**src/rtl/nids_hdr_parser_if.sv**
```systemverilog
// Byte-stream handshake into the NIDS header parser.
// master drives data/valid/sof/eof; slave returns in_ready.
interface nids_hdr_parser_if;
  logic [7:0] in_data;
  logic       in_valid;
  logic       in_sof;
  logic       in_eof;
  logic       in_ready;

  modport master (
    output in_data,
    output in_valid,
    output in_sof,
    output in_eof,
    input  in_ready
  );

  modport slave (
    input  in_data,
    input  in_valid,
    input  in_sof,
    input  in_eof,
    output in_ready
  );
endinterface

```
**src/rtl/nids_hdr_parser.sv**
```systemverilog
// IPv4/TCP header field extractor feeding the decision-tree forest.
// Ports: clk, rst (async low), s (byte stream), done/start
// handshake to the trees, registered header fields, error
// pulses and saturating packet/error counters.
module nids_hdr_parser #(
  parameter int CNT_W        = 16,
  parameter int DONE_TIMEOUT = 255
) (
  input  logic              clk,
  input  logic              rst,
  nids_hdr_parser_if.slave  s,
  input  logic              done,
  output logic              start,
  output logic [15:0]       l3_iph_tot_len,
  output logic [3:0]        l3_iph_ihl,
  output logic [7:0]        l3_iph_tos,
  output logic [12:0]       l3_iph_frag_off,
  output logic [15:0]       l3_iph_id,
  output logic              l3_iph_df,
  output logic [15:0]       l4_tcph_window,
  output logic              l4_tcph_syn,
  output logic              l4_tcph_fin,
  output logic              l4_tcph_rst,
  output logic              l4_tcph_ack,
  output logic [3:0]        l4_tcph_doff,
  output logic              non_tcp,
  output logic              err_trunc,
  output logic              timeout,
  output logic [CNT_W-1:0]  pkt_cnt,
  output logic [CNT_W-1:0]  err_cnt
);

  typedef enum logic [2:0] {
    S_IDLE,
    S_IP_HDR,
    S_IP_OPT,
    S_TCP_HDR,
    S_DRAIN,
    S_ISSUE,
    S_WAIT
  } state_e;

  typedef struct packed {
    logic [15:0] tot_len;
    logic [3:0]  ihl;
    logic [7:0]  tos;
    logic [12:0] frag_off;
    logic [15:0] id;
    logic        df;
    logic [15:0] window;
    logic        syn;
    logic        fin;
    logic        tcp_rst;
    logic        ack;
    logic [3:0]  doff;
  } hdr_t;

  localparam logic [7:0] TMO_LAST = 8'(DONE_TIMEOUT - 1);

  state_e     state_q, state_d;
  logic [5:0] cnt_q, cnt_d;
  logic [7:0] wcnt_q, wcnt_d;
  logic [3:0] ver_q, ver_d;
  logic       skip_q, skip_d;
  hdr_t       sh_q, sh_d;
  hdr_t       fld_q;
  logic       start_q, start_d;
  logic       ntcp_q, ntcp_d;
  logic       trunc_q, trunc_d;
  logic       tmo_q, tmo_d;
  logic [CNT_W-1:0] pkt_cnt_q, err_cnt_q;

  logic       xfer;
  logic       restart;
  logic [7:0] din;
  logic [5:0] opt_last;
  logic       err_ev;

  assign s.in_ready = (state_q != S_ISSUE) && (state_q != S_WAIT);
  assign xfer       = s.in_valid && s.in_ready;
  assign din        = s.in_data;
  // Option bytes are (ihl-5)*4; counter runs 0..len-1.
  assign opt_last   = {sh_q.ihl, 2'b00} - 6'd21;

  always_comb begin
    state_d = state_q;
    cnt_d   = cnt_q;
    wcnt_d  = wcnt_q;
    ver_d   = ver_q;
    skip_d  = skip_q;
    sh_d    = sh_q;
    ntcp_d  = 1'b0;
    trunc_d = 1'b0;
    tmo_d   = 1'b0;
    restart = 1'b0;

    // A new sof mid-packet aborts the old one and
    // is itself byte 0 of the next packet.
    if (xfer && s.in_sof && state_q != S_IDLE) begin
      if (skip_q) ntcp_d  = 1'b1;
      else        trunc_d = 1'b1;
      restart = 1'b1;
    end else begin
      unique case (state_q)
        S_IDLE: begin
          if (xfer && s.in_sof) begin
            if (s.in_eof) trunc_d = 1'b1;
            else          restart = 1'b1;
          end
        end
        S_IP_HDR: begin
          if (xfer) begin
            cnt_d = cnt_q + 6'd1;
            case (cnt_q)
              6'd1: sh_d.tos           = din;
              6'd2: sh_d.tot_len[15:8] = din;
              6'd3: sh_d.tot_len[7:0]  = din;
              6'd4: sh_d.id[15:8]      = din;
              6'd5: sh_d.id[7:0]       = din;
              6'd6: begin
                sh_d.df             = din[6];
                sh_d.frag_off[12:8] = din[4:0];
              end
              6'd7: sh_d.frag_off[7:0] = din;
              default: ;
            endcase
            if (s.in_eof) begin
              trunc_d = 1'b1;
              state_d = S_IDLE;
            end else if (cnt_q == 6'd9 &&
                         (ver_q != 4'd4 ||
                          sh_q.ihl < 4'd5 ||
                          din != 8'd6)) begin
              skip_d  = 1'b1;
              state_d = S_DRAIN;
            end else if (cnt_q == 6'd19) begin
              cnt_d   = '0;
              state_d = (sh_q.ihl > 4'd5) ?
                        S_IP_OPT : S_TCP_HDR;
            end
          end
        end
        S_IP_OPT: begin
          if (xfer) begin
            if (s.in_eof) begin
              trunc_d = 1'b1;
              state_d = S_IDLE;
            end else if (cnt_q == opt_last) begin
              cnt_d   = '0;
              state_d = S_TCP_HDR;
            end else begin
              cnt_d = cnt_q + 6'd1;
            end
          end
        end
        S_TCP_HDR: begin
          if (xfer) begin
            cnt_d = cnt_q + 6'd1;
            case (cnt_q)
              6'd12: sh_d.doff = din[7:4];
              6'd13: begin
                sh_d.fin     = din[0];
                sh_d.syn     = din[1];
                sh_d.tcp_rst = din[2];
                sh_d.ack     = din[4];
              end
              6'd14: sh_d.window[15:8] = din;
              6'd15: sh_d.window[7:0]  = din;
              default: ;
            endcase
            if (cnt_q == 6'd15) begin
              state_d = s.in_eof ? S_ISSUE : S_DRAIN;
            end else if (s.in_eof) begin
              trunc_d = 1'b1;
              state_d = S_IDLE;
            end
          end
        end
        S_DRAIN: begin
          if (xfer && s.in_eof) begin
            if (skip_q) begin
              ntcp_d  = 1'b1;
              state_d = S_IDLE;
            end else begin
              state_d = S_ISSUE;
            end
          end
        end
        S_ISSUE: begin
          wcnt_d  = '0;
          state_d = S_WAIT;
        end
        S_WAIT: begin
          if (done) begin
            state_d = S_IDLE;
          end else if (wcnt_q == TMO_LAST) begin
            tmo_d   = 1'b1;
            state_d = S_IDLE;
          end else begin
            wcnt_d = wcnt_q + 8'd1;
          end
        end
        default: state_d = S_IDLE;
      endcase
    end

    if (restart) begin
      ver_d    = din[7:4];
      sh_d.ihl = din[3:0];
      skip_d   = 1'b0;
      cnt_d    = 6'd1;
      state_d  = S_IP_HDR;
    end
  end

  assign start_d = (state_d == S_ISSUE);
  assign err_ev  = ntcp_d | trunc_d | tmo_d;

  always_ff @(posedge clk or negedge rst) begin
    if (!rst) begin
      state_q   <= S_IDLE;
      cnt_q     <= '0;
      wcnt_q    <= '0;
      ver_q     <= '0;
      skip_q    <= 1'b0;
      sh_q      <= '0;
      fld_q     <= '0;
      start_q   <= 1'b0;
      ntcp_q    <= 1'b0;
      trunc_q   <= 1'b0;
      tmo_q     <= 1'b0;
      pkt_cnt_q <= '0;
      err_cnt_q <= '0;
    end else begin
      state_q <= state_d;
      cnt_q   <= cnt_d;
      wcnt_q  <= wcnt_d;
      ver_q   <= ver_d;
      skip_q  <= skip_d;
      sh_q    <= sh_d;
      start_q <= start_d;
      ntcp_q  <= ntcp_d;
      trunc_q <= trunc_d;
      tmo_q   <= tmo_d;
      // Shadow copy reaches the outputs only for a
      // packet that will launch the trees.
      if (start_d) fld_q <= sh_d;
      if (start_d && pkt_cnt_q != '1)
        pkt_cnt_q <= pkt_cnt_q + 1'b1;
      if (err_ev && err_cnt_q != '1)
        err_cnt_q <= err_cnt_q + 1'b1;
    end
  end

  assign start           = start_q;
  assign non_tcp         = ntcp_q;
  assign err_trunc       = trunc_q;
  assign timeout         = tmo_q;
  assign pkt_cnt         = pkt_cnt_q;
  assign err_cnt         = err_cnt_q;
  assign l3_iph_tot_len  = fld_q.tot_len;
  assign l3_iph_ihl      = fld_q.ihl;
  assign l3_iph_tos      = fld_q.tos;
  assign l3_iph_frag_off = fld_q.frag_off;
  assign l3_iph_id       = fld_q.id;
  assign l3_iph_df       = fld_q.df;
  assign l4_tcph_window  = fld_q.window;
  assign l4_tcph_syn     = fld_q.syn;
  assign l4_tcph_fin     = fld_q.fin;
  assign l4_tcph_rst     = fld_q.tcp_rst;
  assign l4_tcph_ack     = fld_q.ack;
  assign l4_tcph_doff    = fld_q.doff;

endmodule

```
**src/flat_wrapper.sv**
```systemverilog
// flat-port wrapper written by rule: the top's interface ports become plain ports
module nids_hdr_parser_flat 
#(
  parameter int CNT_W        = 16,
  parameter int DONE_TIMEOUT = 255
)
  (clk, rst, done, start, l3_iph_tot_len, l3_iph_ihl, l3_iph_tos, l3_iph_frag_off, l3_iph_id, l3_iph_df, l4_tcph_window, l4_tcph_syn, l4_tcph_fin, l4_tcph_rst, l4_tcph_ack, l4_tcph_doff, non_tcp, err_trunc, timeout, pkt_cnt, err_cnt, s_in_data, s_in_valid, s_in_sof, s_in_eof, s_in_ready);
  nids_hdr_parser_if s_i ();
  input  logic clk;
  input  logic rst;
  input  logic done;
  output logic start;
  output logic [15:0] l3_iph_tot_len;
  output logic [3:0] l3_iph_ihl;
  output logic [7:0] l3_iph_tos;
  output logic [12:0] l3_iph_frag_off;
  output logic [15:0] l3_iph_id;
  output logic l3_iph_df;
  output logic [15:0] l4_tcph_window;
  output logic l4_tcph_syn;
  output logic l4_tcph_fin;
  output logic l4_tcph_rst;
  output logic l4_tcph_ack;
  output logic [3:0] l4_tcph_doff;
  output logic non_tcp;
  output logic err_trunc;
  output logic timeout;
  output logic [CNT_W-1:0] pkt_cnt;
  output logic [CNT_W-1:0] err_cnt;
  input wire logic [$bits(s_i.in_data)-1:0] s_in_data;
  input wire logic [$bits(s_i.in_valid)-1:0] s_in_valid;
  input wire logic [$bits(s_i.in_sof)-1:0] s_in_sof;
  input wire logic [$bits(s_i.in_eof)-1:0] s_in_eof;
  output wire logic [$bits(s_i.in_ready)-1:0] s_in_ready;
  assign s_i.in_data = s_in_data;
  assign s_i.in_valid = s_in_valid;
  assign s_i.in_sof = s_in_sof;
  assign s_i.in_eof = s_in_eof;
  assign s_in_ready = s_i.in_ready;
  nids_hdr_parser #(.CNT_W(CNT_W), .DONE_TIMEOUT(DONE_TIMEOUT)) u_core (.clk(clk), .rst(rst), .s(s_i), .done(done), .start(start), .l3_iph_tot_len(l3_iph_tot_len), .l3_iph_ihl(l3_iph_ihl), .l3_iph_tos(l3_iph_tos), .l3_iph_frag_off(l3_iph_frag_off), .l3_iph_id(l3_iph_id), .l3_iph_df(l3_iph_df), .l4_tcph_window(l4_tcph_window), .l4_tcph_syn(l4_tcph_syn), .l4_tcph_fin(l4_tcph_fin), .l4_tcph_rst(l4_tcph_rst), .l4_tcph_ack(l4_tcph_ack), .l4_tcph_doff(l4_tcph_doff), .non_tcp(non_tcp), .err_trunc(err_trunc), .timeout(timeout), .pkt_cnt(pkt_cnt), .err_cnt(err_cnt));
endmodule
```
**config.mk**
```make
export PLATFORM = sky130hd
export DESIGN_NAME = nids_hdr_parser_flat
export DESIGN_NICKNAME = d
export VERILOG_FILES = /design/src/rtl/nids_hdr_parser_if.sv /design/src/rtl/nids_hdr_parser.sv /design/src/flat_wrapper.sv
export SDC_FILE = /design/constraint.sdc
export NUM_CORES = 1
export LEC_CHECK = 0
export CAP_MARGIN = 15
export CORE_MARGIN = 1
export CORE_UTILIZATION = 45
export CTS_CLUSTER_DIAMETER = 40
export CTS_CLUSTER_SIZE = 20
export DETAILED_ROUTE_END_ITERATION = 16
export GPL_TIMING_DRIVEN = 0
export HOLD_SLACK_MARGIN = 0.02
export PLACE_DENSITY = 0.74
export RECOVER_POWER = 50
export SYNTH_ARGS = -nofsm -noshare
export SYNTH_HDL_FRONTEND = slang
export SYNTH_SLANG_ARGS = --single-unit
```
**constraint.sdc**
```tcl
create_clock -name clk -period 7.15 [get_ports clk]
set_clock_uncertainty 0.1 [all_clocks]
set_input_delay 1.43 -clock clk [delete_from_list [all_inputs] [get_ports clk]]
set_output_delay 1.43 -clock clk [all_outputs]
set_load 0.02 [all_outputs]
```
==> flow_metrics.py <==
metrics = {
    "outcome": {
        "outcome": "complete, but fails checks",
        "violations": "capacitance limit, slew limit",
    },
    "die": {
        "die_w_um": 150,
        "die_height_um": 150,
        "start_util_pct": 46.5,
        "core_um2": 21300,
        "ios": 133,
        "num_rows": 53,
        "dieArea_um2": 22600,
    },
    "pwr": {
        "p_switching_mw": 1.62,
        "swShare_pct": 30.8,
        "ir_drop_uv": 297,
        "p_total_mw": 5.27,
        "leakage_nw": 6.08,
        "power.density_nw_per_um2": 409,
        "internal-power_mw": 3.65,
        "comb_power_share_pct": 30.7,
        "power.share.clock_pct": 35.5,
        "seqPwrFrac_pct": 33.8,
    },
    "layout": {
        "post-route-util_pct": 60.5,
        "area_delta_synth_final_pct": 30.1,
        "seqCellArea_um2": 5560,
        "drive_gt1_share_pct": 31.7,
        "final_nets": 886,
        "antenna_cells": 0,
        "multi_input_area_um2": 4020,
        "nFillCells": 1685,
    },
    "route": {
        "ant_nets": 0,
        "wl_per_cell_um": 18.2,
        "vias": 6140,
        "drc": 0,
        "wirelength_mm": 21.2,
        "viasPerCell": 5.27,
        "drtIter0Drc": 187,
        "drt_pre_antenna_iters": 4,
    },
    "place": {
        "port_buffers": 131,
        "dpl.hpwl_mm": 13.6,
        "place_congestion": 0.861,
    },
    "synthesis": {
        "yosys.area.top_type": "dfrtp_1",
        "ys.flop_type": "dfrtp_1",
        "synthTopCellsByArea": "dfrtp_1 56%, mux2_2 12%, mux2_4 10%",
        "synth_seq_cells": 222,
        "synth_area_um2": 9900,
        "yosysWarningCount": 0,
        "synthCells": 694,
        "synth.most_common_cell": "dfrtp_1",
        "async_flop_share_pct": 100,
        "yosys-top-cells-count": "222 x dfrtp_1, 103 x mux2_2, 69 x mux2_4",
        "avgSynthCellArea_um2": 14.3,
        "syn-num-nets": 717,
        "synth-edff-count": 0,
        "synth_top_area_share_pct": 56.1,
        "synth-seq-area-share_pct": 56.1,
        "yosysUniqueCellTypes": 62,
    },
    "clocking": {
        "cts_setup_buffers": 0,
        "cts_tree": "yes",
        "ctsHoldBuffers": 0,
        "clock_latency_ns": 0.50,
        "clock-sinks": 222,
        "post_cts_resized": 0,
        "cts_buffer_depth": 3,
        "htree_levels": 2,
        "cts_root_buf": "clkbuf_16",
        "cts-buffers-inserted": 35,
        "clk_pin_slew_ns": 0.06,
    },
    "global_route": {
        "grt.met1_usage_pct": 27.1,
        "busiest_layer": "met2",
        "met3_usage_pct": 4.24,
        "grt_max_degree": 118,
        "use_met2_pct": 30.6,
        "grt_first_pass_wirelength_mm": 34.7,
        "grt_antenna_before_repair": 0,
        "grt_pass1_vias": 6421,
        "overflow": 0,
        "grt_usage_pct": 19.8,
    },
    "worst_setup_path": {
        "critPathMaxStageDelay_ns": 2.05,
        "crit_type": "in -> async",
        "timing.critical_path.max_delay_family": "buffers and inverters",
        "crit_arrival_ns": 4.21,
        "crit_chain": "buf_8 -> clkbuf_2",
        "regToRegSetupSlack_ns": 4.08,
        "crit_required_ns": 7.05,
        "crit_slowest_cell": "clkbuf_2",
        "end_kind": "async pin",
        "cp_max_fo": 117,
        "cp_num_buf_inv": 2,
        "startpoint_type": "primary input",
    },
    "timing": {
        "max_freq_mhz": 232,
        "rsz0062_at_grt": "false",
        "tightestPinTransition_ns": 2.79,
        "final_max_slew_viol_count": 118,
        "hold_ws_ns": 0.384,
        "fin_crit_sh_pct": 60.3,
        "finalSetupViolCount": 0,
        "hold_viol": 0,
        "max_slew_margin_pct": -86.1,
        "finalCriticalPeriod_ns": 4.31,
    },
    "flow_run": {
        "maxCapViolations": 1,
    },
    "worst_hold_path": {
        "hold_path.class": "reg -> reg",
    },
}
[final timing paths]
path                               startpoint              endpoint  cells after the start
setup reg to reg             u_core.wcnt_q[0]  u_core.l3_iph_ihl[2]                      9
hold reg to reg            u_core.err_cnt[10]    u_core.err_cnt[10]                      1
setup / recovery                          rst  u_core.l3_iph_tos[4]                      2
hold / removal             u_core.err_cnt[10]    u_core.err_cnt[10]                      1
max in group clk                 s_in_data[4]  u_core.l3_iph_ihl[2]                      9
min in group asynchronous                 rst     u_core.err_cnt[6]                      1
[stage by stage]
step                      worst slack (ns)  std cells  setup TNS [ns]  cell area [um2]
after floorplan                       3.51        694               0             9900
after global placement               -4.81       1100        -1061.65            11600
after detailed placement              2.65       1101               0            11600
after CTS                             3.18       1164               0            12900
after global routing                  2.12       1164               0            12900
final                                 2.84       1164               0            12900
[cell type report]
type                    instances  area share [%]
flip-flops and latches        222            43.1
plain buffers                  35            2.24
well taps                     275            2.67
repair buffers                132            10.3
inverters                      11           0.321
clock buffers                  41            7.61
clock inverters                22            2.58
multi-input cells             426            31.2
[cell usage in the layout (no fill, tap or decap), types with 4 or more instances in the layout]
cell / synthesis / routed
nand4_1: 10 / 10
bufinv_16: 0 / 7
buf_4: 7 / 7
and3_1: 8 / 8
inv_6: 0 / 5
o2111ai_1: 4 / 4
o21ai_0: 11 / 11
nor3_1: 7 / 7
clkbuf_1: 12 / 12
nand2_1: 33 / 33
inv_1: 11 / 11
clkbuf_8: 0 / 4
a21o_1: 4 / 4
and2_1: 4 / 4
dfrtp_1: 222 / 222
clkbuf_16: 0 / 37
buf_12: 7 / 7
a21oi_1: 10 / 10
ha_1: 9 / 9
nor4_1: 5 / 5
nand3_1: 18 / 18
dlygate4sd3_1: 0 / 48
nor4_2: 8 / 8
xor2_1: 22 / 22
mux2_2: 103 / 100
or3_1: 7 / 7
nor2_1: 22 / 22
nand2b_1: 5 / 5
mux2_4: 69 / 69
clkdlybuf4s50_1: 0 / 82
xnor2_1: 17 / 17
buf_2: 8 / 8
[state kept, by name (all words and copies together), names as in the netlist, 8 cells and up]
signal                  count
u_core.l3_iph_frag_off     13
u_core.sh_q                82
u_core.l3_iph_tot_len      16
u_core.pkt_cnt             16
u_core.l4_tcph_window      16
u_core.err_cnt             16
u_core.wcnt_q               8
u_core.l3_iph_tos           8
u_core.l3_iph_id           16
[power by group through the flow]
| stage | clock (mW) | sequential (mW) | combinational (mW) |
|---|---|---|---|
| 3_5_place_dp | 0 | 1.80 | 1.66 |
| 3_3_place_gp | 0 | 1.80 | 1.63 |
| 2_1_floorplan | 0 | 1.97 | 0.878 |
| 6_report | 1.87 | 1.78 | 1.62 |
| 5_1_grt | 1.97 | 1.82 | 1.74 |
| 4_1_cts | 1.91 | 1.79 | 1.67 |
[routing by layer]
layer,share of wire [%],routed length (um),up-vias
met2,47,9970,152
met3,5.1,1090,33
met4,2.2,471,0
met1,46,9700,3118
met5,0,0,-
li1,-,-,2837
[logic make-up after synthesis]
group	share of synthesized area, %
XOR/XNOR	3.45
adder cells (fa/ha/maj)	1.14
multiplexers	22.3
flip-flops	56.1
AO/OA/AOI/OAI	4.30
AND/OR/NAND/NOR	9.41
buffers and inverters	3.34
(Power assumes the default switching activity.)
